### src/rtl/sdram_pkg.sv
// Shared types and defaults for the SDRAM port arbiter slice.
package sdram_pkg;

  localparam int SDRAM_DATA_WIDTH_DEF = 64;
  localparam int ADDR_WIDTH_DEF       = 29;
  localparam logic [28:0] BUFFER0_AVALON_ADDR = 29'h0400_0000;

  typedef enum logic [1:0] {
    IDLE     = 2'd0,
    RD_GRANT = 2'd1,
    WR_GRANT = 2'd2
  } arb_state_t;

  typedef enum logic {
    GRANT_RD = 1'b0,
    GRANT_WR = 1'b1
  } grant_t;

  // A zero burstcount is illegal and handled as a single beat.
  function automatic logic [16:0] burst_beats(input logic [15:0] bc);
    if (bc == 16'd0) begin
      return 17'd1;
    end else begin
      return {1'b0, bc};
    end
  endfunction

endpackage

### src/rtl/sdram_port_arbiter_chk.sv
// Simulation checks for illegal burst lengths and read-return underflow.
module sdram_port_arbiter_chk #(
  parameter int BURST_WIDTH = 8
) (
  input logic                   clk,
  input logic                   rst,
  input logic                   rd_accept,
  input logic [BURST_WIDTH-1:0] rd_burstcount,
  input logic                   wr_first_accept,
  input logic [BURST_WIDTH-1:0] wr_burstcount,
  input logic                   rd_beat_valid,
  input logic [16:0]            pending
);

  a_rd_burst_nonzero: assert property (@(posedge clk) disable iff (rst)
    rd_accept |-> (rd_burstcount != '0));

  a_wr_burst_nonzero: assert property (@(posedge clk) disable iff (rst)
    wr_first_accept |-> (wr_burstcount != '0));

  a_no_return_underflow: assert property (@(posedge clk) disable iff (rst)
    (rd_beat_valid && !rd_accept) |-> (pending != 17'd0));

endmodule

### src/rtl/sdram_port_arbiter_pending_tracker.sv
// Outstanding read-beat counter and the reader's capacity check.
module arb_pending_tracker
  import sdram_pkg::*;
#(
  parameter int BURST_WIDTH = 8,
  parameter int MAX_PENDING = 256
) (
  input  logic                   clk,
  input  logic                   rst,
  input  logic [BURST_WIDTH-1:0] rd_burstcount,
  input  logic                   rd_accept,
  input  logic                   rd_beat_valid,
  output logic                   rd_room,
  output logic [16:0]            pending
);

  logic [16:0] beats;
  logic [16:0] pending_next;

  assign beats   = burst_beats(16'(rd_burstcount));
  assign rd_room = ({1'b0, pending} + {1'b0, beats}) <= 18'(MAX_PENDING);

  // Accept and return in the same cycle both apply; underflow saturates at zero.
  always_comb begin
    pending_next = pending;
    case ({rd_accept, rd_beat_valid})
      2'b10:   pending_next = pending + beats;
      2'b01:   pending_next = (pending == 17'd0) ? 17'd0 : pending - 17'd1;
      2'b11:   pending_next = pending + beats - 17'd1;
      default: pending_next = pending;
    endcase
  end

  always_ff @(posedge clk) begin
    if (rst) begin
      pending <= 17'd0;
    end else begin
      pending <= pending_next;
    end
  end

endmodule

### src/rtl/sdram_port_arbiter.sv
// Two-master (reader/writer) arbiter for one Avalon-MM SDRAM port.
// Optional performance counters are enabled with `define ARB_PERF_CNT_EN.
module sdram_port_arbiter
  import sdram_pkg::*;
#(
  parameter int SDRAM_DATA_WIDTH = SDRAM_DATA_WIDTH_DEF,
  parameter int ADDR_WIDTH       = ADDR_WIDTH_DEF,
  parameter int BURST_WIDTH      = 8,
  parameter int MAX_PENDING      = 256
) (
  input  logic                          sdram_clk,
  input  logic                          rst,
  input  logic [ADDR_WIDTH-1:0]         rd_address_i,
  input  logic [BURST_WIDTH-1:0]        rd_burstcount_i,
  input  logic                          rd_read_i,
  input  logic                          rd_urgent_i,
  output logic                          rd_waitrequest_o,
  output logic [SDRAM_DATA_WIDTH-1:0]   rd_readdata_o,
  output logic                          rd_readdatavalid_o,
  input  logic [ADDR_WIDTH-1:0]         wr_address_i,
  input  logic [BURST_WIDTH-1:0]        wr_burstcount_i,
  input  logic                          wr_write_i,
  input  logic [SDRAM_DATA_WIDTH-1:0]   wr_writedata_i,
  input  logic [SDRAM_DATA_WIDTH/8-1:0] wr_byteenable_i,
  output logic                          wr_waitrequest_o,
  output logic [ADDR_WIDTH-1:0]         sdram_address_o,
  output logic [BURST_WIDTH-1:0]        sdram_burstcount_o,
  output logic                          sdram_read_o,
  output logic                          sdram_write_o,
  output logic [SDRAM_DATA_WIDTH-1:0]   sdram_writedata_o,
  output logic [SDRAM_DATA_WIDTH/8-1:0] sdram_byteenable_o,
  input  logic                          sdram_waitrequest_i,
  input  logic [SDRAM_DATA_WIDTH-1:0]   sdram_readdata_i,
  input  logic                          sdram_readdatavalid_i,
  output logic [31:0]                   rd_grant_cnt_o,
  output logic [31:0]                   wr_grant_cnt_o,
  output logic [31:0]                   stall_cnt_o
);

  arb_state_t           state, state_next;
  grant_t               last_grant;
  logic                 rd_room, rd_elig, wr_elig;
  logic                 rd_accept, wr_accept, wr_last;
  logic [16:0]          pending;
  logic [BURST_WIDTH:0] wr_beat, wr_len, wr_first_len, wr_cur_len;

  assign rd_readdata_o      = sdram_readdata_i;
  assign rd_readdatavalid_o = sdram_readdatavalid_i;

  assign rd_elig   = rd_read_i & rd_room;
  assign wr_elig   = wr_write_i;
  assign rd_accept = (state == RD_GRANT) & rd_read_i & ~sdram_waitrequest_i;
  assign wr_accept = (state == WR_GRANT) & wr_write_i & ~sdram_waitrequest_i;

  // Burst length comes from the first beat; later beats use the latched copy.
  assign wr_first_len = (wr_burstcount_i == '0) ? {{BURST_WIDTH{1'b0}}, 1'b1}
                                                : {1'b0, wr_burstcount_i};
  assign wr_cur_len   = (wr_beat == '0) ? wr_first_len : wr_len;
  assign wr_last      = ((wr_beat + {{BURST_WIDTH{1'b0}}, 1'b1}) == wr_cur_len);

  arb_pending_tracker #(
    .BURST_WIDTH (BURST_WIDTH),
    .MAX_PENDING (MAX_PENDING)
  ) u_pending (
    .clk           (sdram_clk),
    .rst           (rst),
    .rd_burstcount (rd_burstcount_i),
    .rd_accept     (rd_accept),
    .rd_beat_valid (sdram_readdatavalid_i),
    .rd_room       (rd_room),
    .pending       (pending)
  );

  sdram_port_arbiter_chk #(.BURST_WIDTH(BURST_WIDTH)) u_chk (
    .clk             (sdram_clk),
    .rst             (rst),
    .rd_accept       (rd_accept),
    .rd_burstcount   (rd_burstcount_i),
    .wr_first_accept (wr_accept && (wr_beat == '0)),
    .wr_burstcount   (wr_burstcount_i),
    .rd_beat_valid   (sdram_readdatavalid_i),
    .pending         (pending)
  );

  always_ff @(posedge sdram_clk) begin
    if (rst) begin
      state      <= IDLE;
      last_grant <= GRANT_WR;
      wr_beat    <= '0;
      wr_len     <= '0;
    end else begin
      state <= state_next;
      if (state == IDLE && state_next == RD_GRANT) begin
        last_grant <= GRANT_RD;
      end else if (state == IDLE && state_next == WR_GRANT) begin
        last_grant <= GRANT_WR;
      end
      if (wr_accept) begin
        if (wr_beat == '0) begin
          wr_len <= wr_first_len;
        end
        wr_beat <= wr_last ? '0 : wr_beat + {{BURST_WIDTH{1'b0}}, 1'b1};
      end
    end
  end

  // Urgency beats fairness; otherwise the master not served last wins a tie.
  always_comb begin
    state_next = state;
    case (state)
      IDLE: begin
        if (rd_elig && (rd_urgent_i || !wr_elig || last_grant == GRANT_WR)) begin
          state_next = RD_GRANT;
        end else if (wr_elig) begin
          state_next = WR_GRANT;
        end else begin
          state_next = IDLE;
        end
      end
      RD_GRANT: begin
        if (!rd_read_i || !sdram_waitrequest_i) begin
          state_next = IDLE;
        end else begin
          state_next = RD_GRANT;
        end
      end
      WR_GRANT: begin
        if (wr_accept && wr_last) begin
          state_next = IDLE;
        end else begin
          state_next = WR_GRANT;
        end
      end
      default: state_next = IDLE;
    endcase
  end

  always_comb begin
    sdram_read_o       = 1'b0;
    sdram_write_o      = 1'b0;
    sdram_address_o    = rd_address_i;
    sdram_burstcount_o = rd_burstcount_i;
    sdram_writedata_o  = wr_writedata_i;
    sdram_byteenable_o = wr_byteenable_i;
    rd_waitrequest_o   = 1'b1;
    wr_waitrequest_o   = 1'b1;
    case (state)
      RD_GRANT: begin
        sdram_read_o     = rd_read_i;
        rd_waitrequest_o = sdram_waitrequest_i;
      end
      WR_GRANT: begin
        sdram_write_o      = wr_write_i;
        sdram_address_o    = wr_address_i;
        sdram_burstcount_o = wr_burstcount_i;
        wr_waitrequest_o   = sdram_waitrequest_i;
      end
      default: begin
        sdram_read_o = 1'b0;
      end
    endcase
  end

`ifdef ARB_PERF_CNT_EN
  logic [31:0] rd_grant_cnt, wr_grant_cnt, stall_cnt;

  always_ff @(posedge sdram_clk) begin
    if (rst) begin
      rd_grant_cnt <= 32'd0;
      wr_grant_cnt <= 32'd0;
      stall_cnt    <= 32'd0;
    end else begin
      if (rd_accept) begin
        rd_grant_cnt <= rd_grant_cnt + 32'd1;
      end
      if (wr_accept && wr_last) begin
        wr_grant_cnt <= wr_grant_cnt + 32'd1;
      end
      if ((sdram_read_o || sdram_write_o) && sdram_waitrequest_i) begin
        stall_cnt <= stall_cnt + 32'd1;
      end
    end
  end

  assign rd_grant_cnt_o = rd_grant_cnt;
  assign wr_grant_cnt_o = wr_grant_cnt;
  assign stall_cnt_o    = stall_cnt;
`else
  assign rd_grant_cnt_o = 32'd0;
  assign wr_grant_cnt_o = 32'd0;
  assign stall_cnt_o    = 32'd0;
`endif

endmodule
### config.mk
export PLATFORM = sky130hd
export DESIGN_NAME = sdram_port_arbiter
export DESIGN_NICKNAME = d
export VERILOG_FILES = /design/src/rtl/sdram_pkg.sv /design/src/rtl/sdram_port_arbiter_chk.sv /design/src/rtl/sdram_port_arbiter_pending_tracker.sv /design/src/rtl/sdram_port_arbiter.sv
export SDC_FILE = /design/constraint.sdc
export NUM_CORES = 1
export LEC_CHECK = 0
export ABC_AREA = 1
export CORE_AREA = 10 10 185 187
export CTS_BUF_LIST = sky130_fd_sc_hd__clkbuf_8
export DETAILED_ROUTE_END_ITERATION = 6
export DIE_AREA = 0 0 195 197
export HOLD_SLACK_MARGIN = 0.08
export PLACE_DENSITY = 0.59
export SLEW_MARGIN = 20
export SYNTH_ARGS = -nofsm -noshare
export SYNTH_HDL_FRONTEND = slang
export SYNTH_HIERARCHICAL = 1
export SYNTH_SLANG_ARGS = --single-unit
### constraint.sdc
create_clock -name sdram_clk -period 3.5 [get_ports sdram_clk]
set_input_delay 0.7 -clock sdram_clk [delete_from_list [all_inputs] [get_ports sdram_clk]]
set_output_delay 0.7 -clock sdram_clk [all_outputs]
set_load 0.005 [all_outputs]
### Word-level counts from Yosys, hierarchy flattened

Cells that the tools add are included.

* register bits after elaboration: 38
* input bits: 217
* output and inout bits: 274
* word-level logic and storage cells: 61

* add/subtract/negate cells: 5
* magnitude comparators: 1
* equal/unequal tests: 8
* muxes and demuxes: 19
* bitwise gates (word level): 6
* reduce and logical (&&, ||, !) cells: 17

Operator list (count)
* $pmux 17 s3: 1
* $sub 17x1->17 const B: 2
* $mux 29: 1
* $mux 8: 3
* $add 17x8->18: 1
* $le 18x9->1 const B: 1
* $mux 9: 2
* $add 17x8->17: 1
* $logic_not 17->1: 1
* $mux 17: 1
* $logic_not 8->1: 2
* $add 9x1->9 const B: 1
* $eq 9x9->1: 1
* $logic_not 9->1: 1
* $eq 2x2->1 const B: 4
* $mux 1: 7
* $eq 2x1->1 const B: 3
* $mux 2: 3
* $pmux 2 s3: 1
* $and 1x1->1: 5
* $logic_and 1x1->1: 4
* $logic_not 1->1: 3
* $logic_or 1x1->1: 3
* $reduce_bool 3->1: 1
* 3 further kinds: 3

### Longest topological paths before layout

Gate-level depths: netlist of the first run.

* depth after elaboration: 12
* gate-level depth with buffers: 21
* depth with buffers taken out: 21

### Modules after synthesis

Netlist of the first run, hierarchy kept.

Modules (own cells, without submodules)
* sdram_port_arbiter: instances 1, cells an instance 587, area an instance 3647.2 um2, seq. area each 420.4 um2
* arb_pending_tracker: instances 1, cells an instance 440, area an instance 2512.4 um2, seq. area each 340.3 um2

### Worst setup path after synthesis of the first run

No wires, ideal clock.

* path kind: input -> register
* from: in rd_burstcount_i[4]
* to: reg last_grant
* setup time: 122 ps
* arrival time: 3177 ps
* required time: 3378 ps
* path slack: 200 ps
* stages on the path: 21
* path buffers: 0
* cell sequence: nor4_1 > a31o_2 > ha_1 > inv_1 > fa_1 > inv_1 > nand3_1 > nand2_1 > nand2_1 > nand2_2 > nand3_1 > nand2_2 > nand3_1 > nor2_4 > nand3_1 > nor2_1 > o311ai_0 > nor3_1 > inv_1 > nand2_1 > nand3b_1

* word-level cells in the longest chain between the ends: 11
* elaborated cells between the ends (all ways): 14
* classes of those cells: 1 x add/sub; 1 x order compare; 2 x eq/ne; 4 x mux; 1 x bitwise; 5 x reduce/logical

RTL lines
* from (decl): RTL line sdram_port_arbiter.sv:14 `input logic [BURST_WIDTH-1:0] rd_burstcount_i,`
* $logic_not 8->1: RTL line sdram_pkg.sv:21 `if (bc == 16'd0) begin`
* $mux 8 *: RTL line sdram_pkg.sv:21
* $add 17x8->18 *: RTL line sdram_port_arbiter_pending_tracker.sv:21 `assign rd_room = ({1'b0, pending} + {1'b0, beats}) <= 18'(MAX_PENDING);`
* $le 18x9->1 *: RTL line sdram_port_arbiter_pending_tracker.sv:21
* net rd_room: RTL line sdram_port_arbiter.sv:42 `logic rd_room, rd_elig, wr_elig;`
* $and 1x1->1 *: RTL line sdram_port_arbiter.sv:50 `assign rd_elig = rd_read_i & rd_room;`
* $logic_and 1x1->1 *: RTL line sdram_port_arbiter.sv:112 `if (rd_elig && (rd_urgent_i || !wr_elig || last_grant == GRANT_WR)) begin`
* $mux 2 *: RTL line sdram_port_arbiter.sv:112
* $pmux 2 s3 *: RTL line sdram_port_arbiter.sv:110 `case (state)`
* $eq 2x1->1 or $eq 2x2->1 (tied branches): RTL line sdram_port_arbiter.sv:93, sdram_port_arbiter.sv:95
* $logic_and 1x1->1, on equally long branches: RTL line sdram_port_arbiter.sv:93, sdram_port_arbiter.sv:95
* $mux 1 or $reduce_bool 2->1 (tied branches)
* to (signal assigned): RTL line sdram_port_arbiter.sv:88 `last_grant <= GRANT_WR;`
* to (signal assigned): RTL line sdram_port_arbiter.sv:94 `last_grant <= GRANT_RD;`
* to (signal assigned): RTL line sdram_port_arbiter.sv:96 `last_grant <= GRANT_WR;`
* to (decl): RTL line sdram_port_arbiter.sv:41 `grant_t last_grant;`

The timed path passes the listed nets; every way through them passes the cells marked *.
A chain may end at the register's enable or synchronous reset.

### Worst setup path after layout of the first run

* from: in rd_burstcount_i[3]
* to: reg last_grant

Same word-level chain as after synthesis.

==> metrics.md, run 1 <==
| Metric | Value |
|---|---|
| Width of the die | `195 µm` |
| Critical Path Sink Type | `flip-flop` |
| Top flip-flop cell by instance count after synthesis | `dfxtp_1` |
| CP peak stage delay | `0.43 ns` |
| CTS root buffer | `clkbuf_8` |
| Worst vdd ir | `0.1000 mV` |
| Flip-flop and latch area | `760.7 µm²` |
| CTS tree | `done` |
| CP top delay family | `simple AND/OR/NAND/NOR gates` |
| Crit start category | `primary input` |
| Starting density of the core | `20.24%` |
| Number of synthesized register bits | `38` |
| Port-buffer cells | `122` |
| Number of synthesized flops with an enable pin | `0` |
| Yosys cell types | `48` |
| Die outline area | `38420 µm²` |
| Avg Inst Size Synth | `5.998 µm²` |
| Number of max-cap violations | `0` |
| Nets | `1293` |
| Worst EP arrival | `3.57 ns` |
| Design area | `7127 µm²` |
| Chip height | `197 µm` |
| R2r worst-path depth | `18` |
| Post-DP HPWL | `17.25 mm` |
| H-tree levels | `2` |
| Initial antenna violation count | `0` |
| Placed Cells | `1445` |
| First-pass GRT wire length | `31.22 mm` |
| Cells after Synth | `1027` |
| Number of I/O pins | `491` |
| Ys Warns | `6` |
| Worst-Margin Slew | `0.6915 ns` |
| Outcome | `complete, no violations` |
| Worst path depth | `21` |
| Vias | `5944` |
| Slew Limit Fails | `0` |
| Worst Clk Skew | `0.007321 ns` |
| Final std cells w/o fill | `1459` |
| Crit Path Max Fanout | `4` |
| Hold path cells | `2` |
| Clk sinks | `38` |
| Routability cong. | `0.8882` |
| GRT Overall Usage | `9.859%` |
| Area growth, synth to finish | `15.70%` |
| Minimum clock period | `3.373 ns` |
| Core area | `30430 µm²` |
| Setup-failing EPs final | `0` |
| Rows | `64` |
| Fill cell count | `3443` |
| Worst path cell trace | `clkdlybuf4s50_1 -> nor2_1 -> a31o_2 -> ha_4 -> inv_2 -> fa_2 -> inv_4 -> nand3_4 -> nand2_4 -> buf_4 -> nand2_1 -> nand2_2 -> nand3_4 -> o31ai_4 -> nand3_2 -> nor2_4 -> o311ai_4 -> nor3_2 -> inv_1 -> nand2_1 -> nand3b_1` |
| Leakage power | `3.397 nW` |
| Area of the multi-input gates | `3635 µm²` |
| Fraction of layout cells with a size suffix above 1 | `15.33%` |
| Cts hold-fix bufs | `0` |
| Slew headroom | `53.85%` |
| Clock input transition at the sequential cells of the worst setup and hold paths | `0.08 ns` |
| Mapped Area | `6160 µm²` |
| ANT cells | `0` |
| Max clock buf depth | `2` |
| Congestion Overflow GR | `0` |
| Vias in the first global route | `5824` |
| Post-DP Area | `6862 µm²` |
| Final Hold Fails | `0` |
| Kind of critical path | `primary input to flip-flop` |
| Worst Hold Class | `flip-flop to flip-flop` |
| Power Density | `253.3 nW/µm²` |
| Latest clock arrival within the worst-skew pair | `0.31 ns` |
| DRC Markers | `0` |
| Sequential share of the synthesized area | `12.35%` |
| Crit path buffers/inverters | `5` |
| Largest net degree at the start of global routing | `45` |
| Initial DRC count | `319` |
| DR vias/cell | `4.074` |
| CP max-delay cell | `clkdlybuf4s50_1` |
| Pre-antenna DRT Iters | `5` |
| Fmax | `296.5 MHz` |
| Drt total wl | `20.69 mm` |
| DR WL/cell | `14.18 µm` |
| Post-synth ARST share | `0%` |
| Required @ worst endpoint | `3.70 ns` |
| Period utilization | `96.37%` |
| TritonCTS buffer count | `5` |
| Detail Route Antenna Nets | `0` |
what timing repair did:
item / CTS / global route
setup buffers: 2 / 4
gates resized for setup: 19 / 16
pin swaps: 10 / 13
endpoints found under the setup margin: 3 / 3
cell type report:
type	count	share of cell area, %
clock buffer	6	1.159
clock inverter	2	0.1229
inverter	102	5.442
multi-input combinational	723	51.00
sequential	38	10.67
tap	396	6.952
timing repair buffer	192	24.65
synth_stat cells (6+ instances only):
cell	n	area (µm²)
o21ai_0	36	180.2
dfxtp_1	38	760.7
nand2_1	271	1017
inv_2	11	41.29
a21oi_1	34	170.2
nand3_1	86	430.4
inv_1	89	334.1
ha_1	13	162.7
buf_4	234	1757
xor2_1	14	122.6
nand4_1	10	62.56
nor2_1	62	232.7
o22ai_1	6	37.54
clkbuf_1	19	71.32
nand2_2	22	137.6
a211oi_1	6	45.04
nor2_2	13	81.33
nor3_1	10	50.05
state kept, by name, summed over array words and instances, names as in the netlist:
| register | flops |
|---|---|
| state | 2 |
| last_grant | 1 |
| wr_len | 9 |
| u_pending/pending | 17 |
| wr_beat | 9 |
layer usage:
layer  track usage, %  vias to the layer above  routed length (µm)
li1                 -                     2981                   -
met1            11.28                     2645                8242
met2            16.52                      271               10050
met3            4.464                       43                2032
met4            1.669                        4                 252
met5            2.293                        -                 113
layout by cell type (no fill, tap or decap), drive strengths merged, types with 2 or more instances in the layout:
cell	n
dfxtp	38
nand3b	6
xor2	14
nand2	295
a21oi	36
clkinv	2
clkdlybuf4s50	118
clkbuf	6
a31oi	2
and2	4
o22ai	6
o21ai	39
inv	102
nand3	90
conb	96
clkdlybuf4s15	2
ha	13
nor3	12
nand4	10
buf	70
a211oi	6
nor2	81
dlygate4sd2	2
xnor2	2
power breakdown:
part | switching (mW) | internal (mW)
clock | 0.173 | 0.156
combinational | 0.514 | 0.467
sequential | 0.0385 | 0.456
total | 0.725 | 1.08
kinds of logic after synthesis:
| kind of cell | count (synthesis) | synth area share, % |
|---|---|---|
| compound gates | 96 | 8.897 |
| xor+xnor | 16 | 2.275 |
| fa+ha+maj | 14 | 2.966 |
| buf+inv | 361 | 36.52 |
| flops | 38 | 12.35 |
| other cells | 1 | 0.06088 |
| simple gates | 501 | 36.93 |
worst register-to-register path: stages, from the launching register on:
cell and delay [ns]:
dfxtp_1 0.41, ha_4 0.17, inv_2 0.04, fa_2 0.38, inv_4 0.10, nand3_4 0.08, nand2_4 0.08, buf_4 0.10
nand2_1 0.06, nand2_2 0.10, nand3_4 0.08, o31ai_4 0.29, nand3_2 0.12, nor2_4 0.13, o311ai_4 0.11, nor3_2 0.14
inv_1 0.08, nand2_1 0.06, nand3b_1 0.07
stage by stage:
step | utilization [%] | power (mW) | setup slack (ns) | hold slack (ns) | setup TNS, ns
3_5_place_dp | 22.55 | 1.439 | -0.6984 | 0.4553 | -4.578
2_1_floorplan | - | 1.183 | 0.2001 | 0.4336 | 0
3_3_place_gp | 22.55 | 1.432 | -0.6068 | 0.4541 | -3.847
5_1_grt | 23.42 | 1.949 | -0.01566 | 0.4777 | -0.01566
4_1_cts | 23.08 | 1.786 | 0.02030 | 0.4663 | 0
6_report | 23.42 | 1.805 | 0.1271 | 0.4668 | 0
path summary, 6_finish.rpt:
| path | from | to | slack, ns |
|---|---|---|---|
| setup / recovery | rd_burstcount_i[3] | last_grant$_SDFFE_PP1P_ | 0.13 |
| hold / removal | wr_len[8]$_SDFFE_PP0P_ | wr_len[8]$_SDFFE_PP0P_ | 0.47 |
| setup reg to reg | u_pending/pending[0]$_SDFFE_PP0P_ | last_grant$_SDFFE_PP1P_ | 0.80 |
| hold reg to reg | wr_len[8]$_SDFFE_PP0P_ | wr_len[8]$_SDFFE_PP0P_ | 0.47 |
Power figures use the tool's default switching activity.
==> run 2: changes to the inputs <==
Settings changed: CTS_CLUSTER_DIAMETER set to 80.
==> results of run 2 <==
The final DEF is identical to that of run 1; final timing and power are the same.
==> run 3: changes to the inputs <==
Settings changed: ABC_CLOCK_PERIOD_IN_PS set to 3500.
==> results of run 3 <==
The final DEF is identical to that of run 1; final timing and power are the same.
